### src/rtl/dnoc_l2_rd_arb.sv
// Arbitrates the single L2 dmem read port between the core-read (m0) and NoC-read (m1) engines.
// Latency: grant 1 cycle after req from IDLE; read data/valid LAT cycles after an honoured rd_en.
// Backpressure: none on the return path; the losing requester simply waits for gnt (one IDLE gap between owners).
module dnoc_l2_rd_arb #(
  parameter int ADDR_W = 13,
  parameter int DATA_W = 256,
  parameter int LAT    = 1
) (
  input  logic              clk,
  input  logic              rst_n,
  input  logic              m0_req,
  output logic              m0_gnt,
  input  logic              m0_rd_en,
  input  logic [ADDR_W-1:0] m0_rd_addr,
  output logic [DATA_W-1:0] m0_rd_data,
  output logic              m0_rd_valid,
  input  logic              m1_req,
  output logic              m1_gnt,
  input  logic              m1_rd_en,
  input  logic [ADDR_W-1:0] m1_rd_addr,
  output logic [DATA_W-1:0] m1_rd_data,
  output logic              m1_rd_valid,
  output logic              sram_rd_en,
  output logic [ADDR_W-1:0] sram_rd_addr,
  input  logic [DATA_W-1:0] sram_rd_data,
  output logic              arb_owner,
  output logic              arb_err
);

  typedef enum logic [1:0] {
    IDLE = 2'd0,
    OWN0 = 2'd1,
    OWN1 = 2'd2
  } state_t;

  state_t r_state;
  state_t w_state_nxt;
  logic   r_rr_pri;      // 0: m0 wins the next contended decision
  logic   w_rr_pri_nxt;
  logic   r_owner;
  logic   r_err;
  logic   w_illegal;

  // Return pipeline: one {valid, id} entry per cycle of SRAM latency.
  logic [LAT-1:0] r_ret_vld;
  logic [LAT-1:0] r_ret_id;

  // Grants come straight from registered state so they are glitch-free.
  assign m0_gnt = (r_state == OWN0);
  assign m1_gnt = (r_state == OWN1);

  // Only the owner's strobe reaches the SRAM; the address bus is parked at 0 when nobody owns it.
  assign sram_rd_en   = (m0_gnt & m0_rd_en) | (m1_gnt & m1_rd_en);
  assign sram_rd_addr = m0_gnt ? m0_rd_addr : (m1_gnt ? m1_rd_addr : '0);

  // Data bus is shared; the valids steer it to whoever issued the read, not the current owner.
  assign m0_rd_data  = sram_rd_data;
  assign m1_rd_data  = sram_rd_data;
  assign m0_rd_valid = r_ret_vld[LAT-1] & ~r_ret_id[LAT-1];
  assign m1_rd_valid = r_ret_vld[LAT-1] &  r_ret_id[LAT-1];

  assign w_illegal = (m0_rd_en & ~m0_gnt) | (m1_rd_en & ~m1_gnt);
  assign arb_owner = r_owner;
  assign arb_err   = r_err;

  // Next-state: grant whole bursts, round-robin only when both ask in IDLE, release via IDLE.
  always_comb begin
    w_state_nxt  = r_state;
    w_rr_pri_nxt = r_rr_pri;
    case (r_state)
      IDLE: begin
        if (m0_req && m1_req) begin
          w_state_nxt  = r_rr_pri ? OWN1 : OWN0;
          w_rr_pri_nxt = ~r_rr_pri;
        end else if (m0_req) begin
          w_state_nxt = OWN0;
        end else if (m1_req) begin
          w_state_nxt = OWN1;
        end
      end
      OWN0:    if (!m0_req) w_state_nxt = IDLE;
      OWN1:    if (!m1_req) w_state_nxt = IDLE;
      default: w_state_nxt = IDLE;
    endcase
  end

  // State, fairness pointer, last-owner and sticky error registers.
  always_ff @(posedge clk or negedge rst_n) begin
    if (!rst_n) begin
      r_state  <= IDLE;
      r_rr_pri <= 1'b0;
      r_owner  <= 1'b0;
      r_err    <= 1'b0;
    end else begin
      r_state  <= w_state_nxt;
      r_rr_pri <= w_rr_pri_nxt;
      if (w_state_nxt == OWN0) begin
        r_owner <= 1'b0;
      end else if (w_state_nxt == OWN1) begin
        r_owner <= 1'b1;
      end
      if (w_illegal) begin
        r_err <= 1'b1;
      end
    end
  end

  generate
    if (LAT == 1) begin : g_ret_lat1
      // Single-stage return tag: issuer id captured alongside the strobe.
      always_ff @(posedge clk or negedge rst_n) begin
        if (!rst_n) begin
          r_ret_vld <= '0;
          r_ret_id  <= '0;
        end else begin
          r_ret_vld <= sram_rd_en;
          r_ret_id  <= m1_gnt;
        end
      end
    end else begin : g_ret_latn
      // Multi-stage return tag shift register, oldest entry at the top bit.
      always_ff @(posedge clk or negedge rst_n) begin
        if (!rst_n) begin
          r_ret_vld <= '0;
          r_ret_id  <= '0;
        end else begin
          r_ret_vld <= {r_ret_vld[LAT-2:0], sram_rd_en};
          r_ret_id  <= {r_ret_id[LAT-2:0], m1_gnt};
        end
      end
    end
  endgenerate

endmodule

### config.mk
export PLATFORM = sky130hd
export DESIGN_NAME = dnoc_l2_rd_arb
export DESIGN_NICKNAME = d
export VERILOG_FILES = /design/src/rtl/dnoc_l2_rd_arb.sv
export SDC_FILE = /design/constraint.sdc
export NUM_CORES = 1
export LEC_CHECK = 0
export ABC_AREA = 1
export CORE_AREA = 3 3 322 324
export CTS_BUF_LIST = sky130_fd_sc_hd__clkbuf_16
export DETAILED_ROUTE_END_ITERATION = 12
export DIE_AREA = 0 0 325 327
export PLACE_DENSITY = 0.36
export REMOVE_ABC_BUFFERS = 1
export SETUP_SLACK_MARGIN = 0.02
export SYNTH_ARGS = -nofsm -noshare
export SYNTH_HDL_FRONTEND = slang
export SYNTH_SLANG_ARGS = --single-unit
### constraint.sdc
create_clock -name clk -period 1.4 [get_ports clk]
set_clock_uncertainty 0.2 [all_clocks]
set_input_delay 0.14 -clock clk [delete_from_list [all_inputs] [get_ports clk]]
set_output_delay 0.14 -clock clk [all_outputs]
set_load 0.03 [all_outputs]
; ---- Word-level counts from Yosys, hierarchy flattened
; Index checks and enable logic that the tools add are counted.
[classes]
eq_ne = 4
n_mux = 11
bitwise_logic = 12
reduce_logical = 4
[op_table]
columns = operator, n
row1 = $mux W13, 2
row2 = $mux W2, 6
row3 = $and A1 B1 Y1, 6
row4 = $pmux W2 S3, 1
row5 = $eq A2 B1 Y1 const B, 2
row6 = $eq A2 B2 Y1 const B, 2
row7 = $not A1 Y1, 4
row8 = $logic_not A2 Y1, 1
row9 = $mux W1, 2
row10 = $or A1 B1 Y1, 2
row11 = $reduce_and A2 Y1, 1
row12 = $reduce_bool A2 Y1, 1
row13 = $logic_and A1 B1 Y1, 1
[totals]
register_bits = 7
in_bits = 288
out_inout_bits = 532
word_cells = 37

; ---- Depth between registers and ports, before layout
[logic_depth]
word_depth = 7
depth_mapped = 8
ltp_nobuf = 8

; ---- Worst setup path after synthesis
; Ideal clock, no wire load.
[synth_path]
kind = flip-flop to flip-flop
startpoint = register r_state[0]
endpoint = register r_owner, in the netlist arb_owner
setup_ns = 0.126
arrival_time_ns = 1.165
required_ns = 1.074
slack_ns = -0.091
stages_incl_launch_ff = 8
n_path_buf = 0
synth_period_minus_slack_ns = 1.491
cell_sequence = dfrtp_1 nor2_4 nand2_1 nand2_1 nand2_1 ha_1 nand2_1 o21ai_0
[synth_between]
elab_chain_cells = 6
elab_cells_between_ends = 13
cone_classes = eq/ne: 4 / mux: 7 / reduce/logical: 2
[synth_lines]
columns = item, line
row1 = "start, declared", 36  ; state_t r_state;
row2 = "start signal, assigned", 95  ; r_state <= w_state_nxt;
row3 = $mux W2, 77  ; end else if (m1_req) begin
row4 = $mux W2, 75  ; end else if (m0_req) begin
row5 = $mux W2, 72  ; if (m0_req && m1_req) begin
row6 = $pmux W2 S3 (*), 70  ; case (r_state)
row7 = $eq A2 B1 Y1 / $eq A2 B2 Y1 (equally long branches), "97, 99"
row8 = $mux W1 / $reduce_bool A2 Y1 (equally long branches), --
row9 = "end signal, assigned", 92  ; r_owner <= 1'b0;
row10 = "end signal, assigned", 98  ; r_owner <= 1'b0;
row11 = "end signal, assigned", 100  ; r_owner <= 1'b1;
row12 = "end, declared", 40  ; logic r_owner;
; Every way passes the cells marked *; elsewhere a longest branch is shown, timed or not.
; A chain may end at the register's enable or synchronous reset.

; ---- Final worst setup path
[layout_path]
startpoint = register r_state[0]
endpoint = output port m0_gnt
[layout_between]
elab_chain_cells = 1
[layout_lines]
columns = item, line
row1 = $eq A2 B1 Y1, 49  ; assign m0_gnt = (r_state == OWN0);
row2 = "end, declared", 12  ; output logic m0_gnt,
; Every way passes these cells.

==> impl_metrics.py <==
metrics = {
    "critical_path": {
        "reg2reg_from": "r_state[0]",
        "cp.arrival_ps": 1330,
        "reg2regPathDepth": 8,
        "worst-r2r-setup-slack_ps": -130,
        "path_delay_family": "buffers and inverters",
        "end_kind": "output port",
        "worstPathRequired_ps": 1060,
        "cp_cell_sequence": "buf_6 > nand2_4 > inv_4 > buf_12 > buf_4 > buf_6",
        "cp_num_buf_inv": 5,
        "crit_type": "flip-flop to output port",
        "critPathMostFrequentCell": "buf_6",
        "max_stage_delay_ps": 430,
        "startpoint_type": "flip-flop",
        "cp_max_fo": 10,
        "crit_slowest_cell": "dfrtp_2",
        "r2r_end": "arb_owner",
    },
    "pwr": {
        "leakage_nw": 0.7176,
        "powerDensity_nw_per_um2": 944.1,
        "total_power_mw": 2.952,
        "vdd_drop_max_uv": 664.6,
    },
    "worst_hold_path": {
        "min_from": "sram_rd_data[166]",
        "whs_path_depth": 0,
        "hold_end": "m0_rd_data[166]",
        "hp-class": "primary input to output port",
    },
    "grt": {
        "overflow": 0,
        "antenna_found_initial": 1,
        "first_global_vias": 1695,
        "grt_max_degree": 13,
        "grt_usage_pct": 26.33,
        "grt_pass1_wl_um": 151500,
    },
    "sta": {
        "fmax_mhz": 599.4,
        "tightest_slew_ps": 338.3,
        "rsz0062_at_grt": "true",
        "setup_viol": 17,
        "setup_ws_ps": -268.2,
        "period_share_pct": 119.2,
        "hold_viol_final": 0,
        "slew_headroom_pct": 77.37,
        "period_minus_slack_ps": 1668,
        "maxSlewViolCount": 0,
    },
    "synth": {
        "yosysTopAreaCellShare_pct": 88.32,
        "synth_warnings": 0,
        "syn_avg_cell_area_um2": 7.292,
        "synth.ff_latch_count": 7,
        "synth_top_area_cell": "buf_4",
        "syn-cell-area_um2": 4360,
        "ys_types": 15,
        "synthCells": 598,
        "synth_seq_area_share_pct": 4.017,
        "ys_top_cells_by_area": "buf_4 (88%), nand2_1 (4.6%), dfrtp_1 (4.0%), inv_1 (0.52%), o21ai_0 (0.46%)",
    },
    "route": {
        "drtAntennaViolNets": 0,
        "drtIter0Drc": 326,
        "vias_per_cell": 1.707,
        "vias": 2599,
        "drt_first_pass_iters": 4,
        "wl_um": 145500,
        "drc": 0,
        "post_drt_wl_per_cell_um": 95.52,
    },
    "die": {
        "die_y_um": 327,
        "die_w_um": 325,
        "fp-row-count": 117,
        "io_pins": 820,
        "start_util_pct": 4.298,
        "die_area_um2": 106300,
        "coreArea_um2": 101400,
    },
    "final_layout": {
        "layout_commonest_cell": "nand2_1",
        "fillers": 12101,
        "diodes": 0,
        "syn_to_final_growth_pct": -28.29,
        "layout-drive-gt1-share_pct": 41.94,
        "fin_nets": 445,
        "final-instance-count-excl-fill": 1523,
        "register_area_um2": 176.4,
        "multi_input_area_um2": 375.4,
        "final_cell_mix": "nand2_1 (35), clkdlybuf4s50_1 (31), buf_6 (21)",
    },
    "clock_network": {
        "cts_buffer_depth": 2,
        "root_buffer": "clkbuf_16",
        "htree_levels": 1,
        "cts.sinks": 7,
        "cts_tree": "yes",
        "clkTransAtPathRegs_ps": 30,
        "cts_buffers": 3,
        "clock_latency_ps": 230,
    },
    "placed_design": {
        "preCtsSetupSlack_ps": -324.3,
        "io_buffers": 51,
        "dp.cells": 1511,
        "dpl.hpwl_um": 140500,
        "place_congestion": 0.8573,
    },
    "outcome": {
        "violations": "negative setup slack",
        "status": "finished with violations",
    },
    "flow_run": {
        "drv_cap": 0,
    },
}
==> worst max-delay path by stage <==
| stage | from | endpoint | slack [ps] | depth (start not counted) |
|---|---|---|---|---|
| after detailed placement | m0_req | arb_owner | -320 | 8 |
| after CTS | r_state[1] | sram_rd_addr[0] | -300 | 7 |
| after global placement | m0_req | arb_owner | -370 | 8 |
| after floorplan | r_state[0] | arb_owner | -360 | 7 |
| after global routing | r_state[0] | sram_rd_addr[9] | -330 | 7 |
| final | r_state[0] | m0_gnt | -270 | 6 |
==> power by group <==
part / leakage (nW) / switching [mW] / total, mW / internal (mW)
Clock: 0.0423 / 0.0964 / 0.467 / 0.370
Combinational: 0.592 / 1.11 / 2.12 / 1.01
Sequential: 0.0830 / 0.0821 / 0.363 / 0.281
Total: 0.718 / 1.29 / 2.95 / 1.67
==> layout make-up <==
| type | count | share of cell area, % |
|---|---|---|
| repair buffers | 67 | 23.97 |
| clock inverters | 1 | 0.1200 |
| inverters | 8 | 1.120 |
| multi-input cells | 69 | 12.00 |
| flip-flops and latches | 7 | 5.642 |
| well taps | 1368 | 54.74 |
| clock buffers | 3 | 2.401 |
==> repair_timing <==
item / CTS / global route
buffers inserted: 4 / 3
resized for setup: 32 / 23
pin swaps: 3 / 4
setup endpoints to repair: 18 / 18
endpoints found under the hold margin: 3 / 0
hold buffers: 1 / 0
==> state kept, by name (all words and copies together) (netlist names) <==
signal / cells
r_state: 2
arb_err: 1
arb_owner: 1
r_ret_id: 1
r_ret_vld: 1
r_rr_pri: 1
==> kinds of logic (layout without fill, tap and decap cells) <==
| group | after synthesis | after routing | share of synthesized area (%) |
|---|---|---|---|
| AOI/OAI and AO/OA | 6 | 6 | 0.7460 |
| adders and majority gates | 1 | 1 | 0.2869 |
| buffers and inverters | 522 | 79 | 89.27 |
| and+or+nand+nor | 62 | 62 | 5.682 |
| DFF | 7 | 7 | 4.017 |
==> stage by stage <==
| step | cell area, um2 | TNS [ps] | hold WS, ps | util (%) |
|---|---|---|---|---|
| 6_report | 3127 | -3944 | 86.48 | 3.082 |
| 5_1_grt | 3127 | -5022 | 84.76 | 3.082 |
| 3_3_place_gp | 2805 | -1797 | 88.26 | 2.765 |
| 3_5_place_dp | 2805 | -1800 | 88.26 | 2.765 |
| 2_1_floorplan | 498.0 | -1349 | -355.6 | - |
| 4_1_cts | 3030 | -4209 | 88.26 | 2.987 |
==> synthesized netlist by cell type <==
master / number
o21bai_1: 1
inv_1: 6
ha_1: 1
nand3_1: 2
buf_6: 1
buf_4: 513
nor2_1: 4
nand2_1: 53
inv_2: 2
nand4_1: 1
nand2_2: 1
nor2_4: 1
dfrtp_1: 7
o21ai_0: 4
a21oi_1: 1
==> metal layers <==
| layer | share of wire [%] | global-route usage, % | routed length [um] | vias to the layer above |
|---|---|---|---|---|
| li1 | - | - | - | 399 |
| met1 | 13 | 9.359 | 19520 | 954 |
| met2 | 54 | 50.46 | 77980 | 1102 |
| met3 | 26 | 33.60 | 37680 | 124 |
| met4 | 5.6 | 11.57 | 8215 | 20 |
| met5 | 1.4 | 13.95 | 2078 | - |
==> worst register-to-register path, cell delays in order, from the launching register on <==
cell,delay (ps)
dfrtp_2,430
nor2_4,160
buf_6,130
nand2_4,40
nand2_2,60
nand2_2,60
ha_4,280
nand2_2,40
o21ai_1,60
Note: power is estimated with default switching activity, not from simulation.
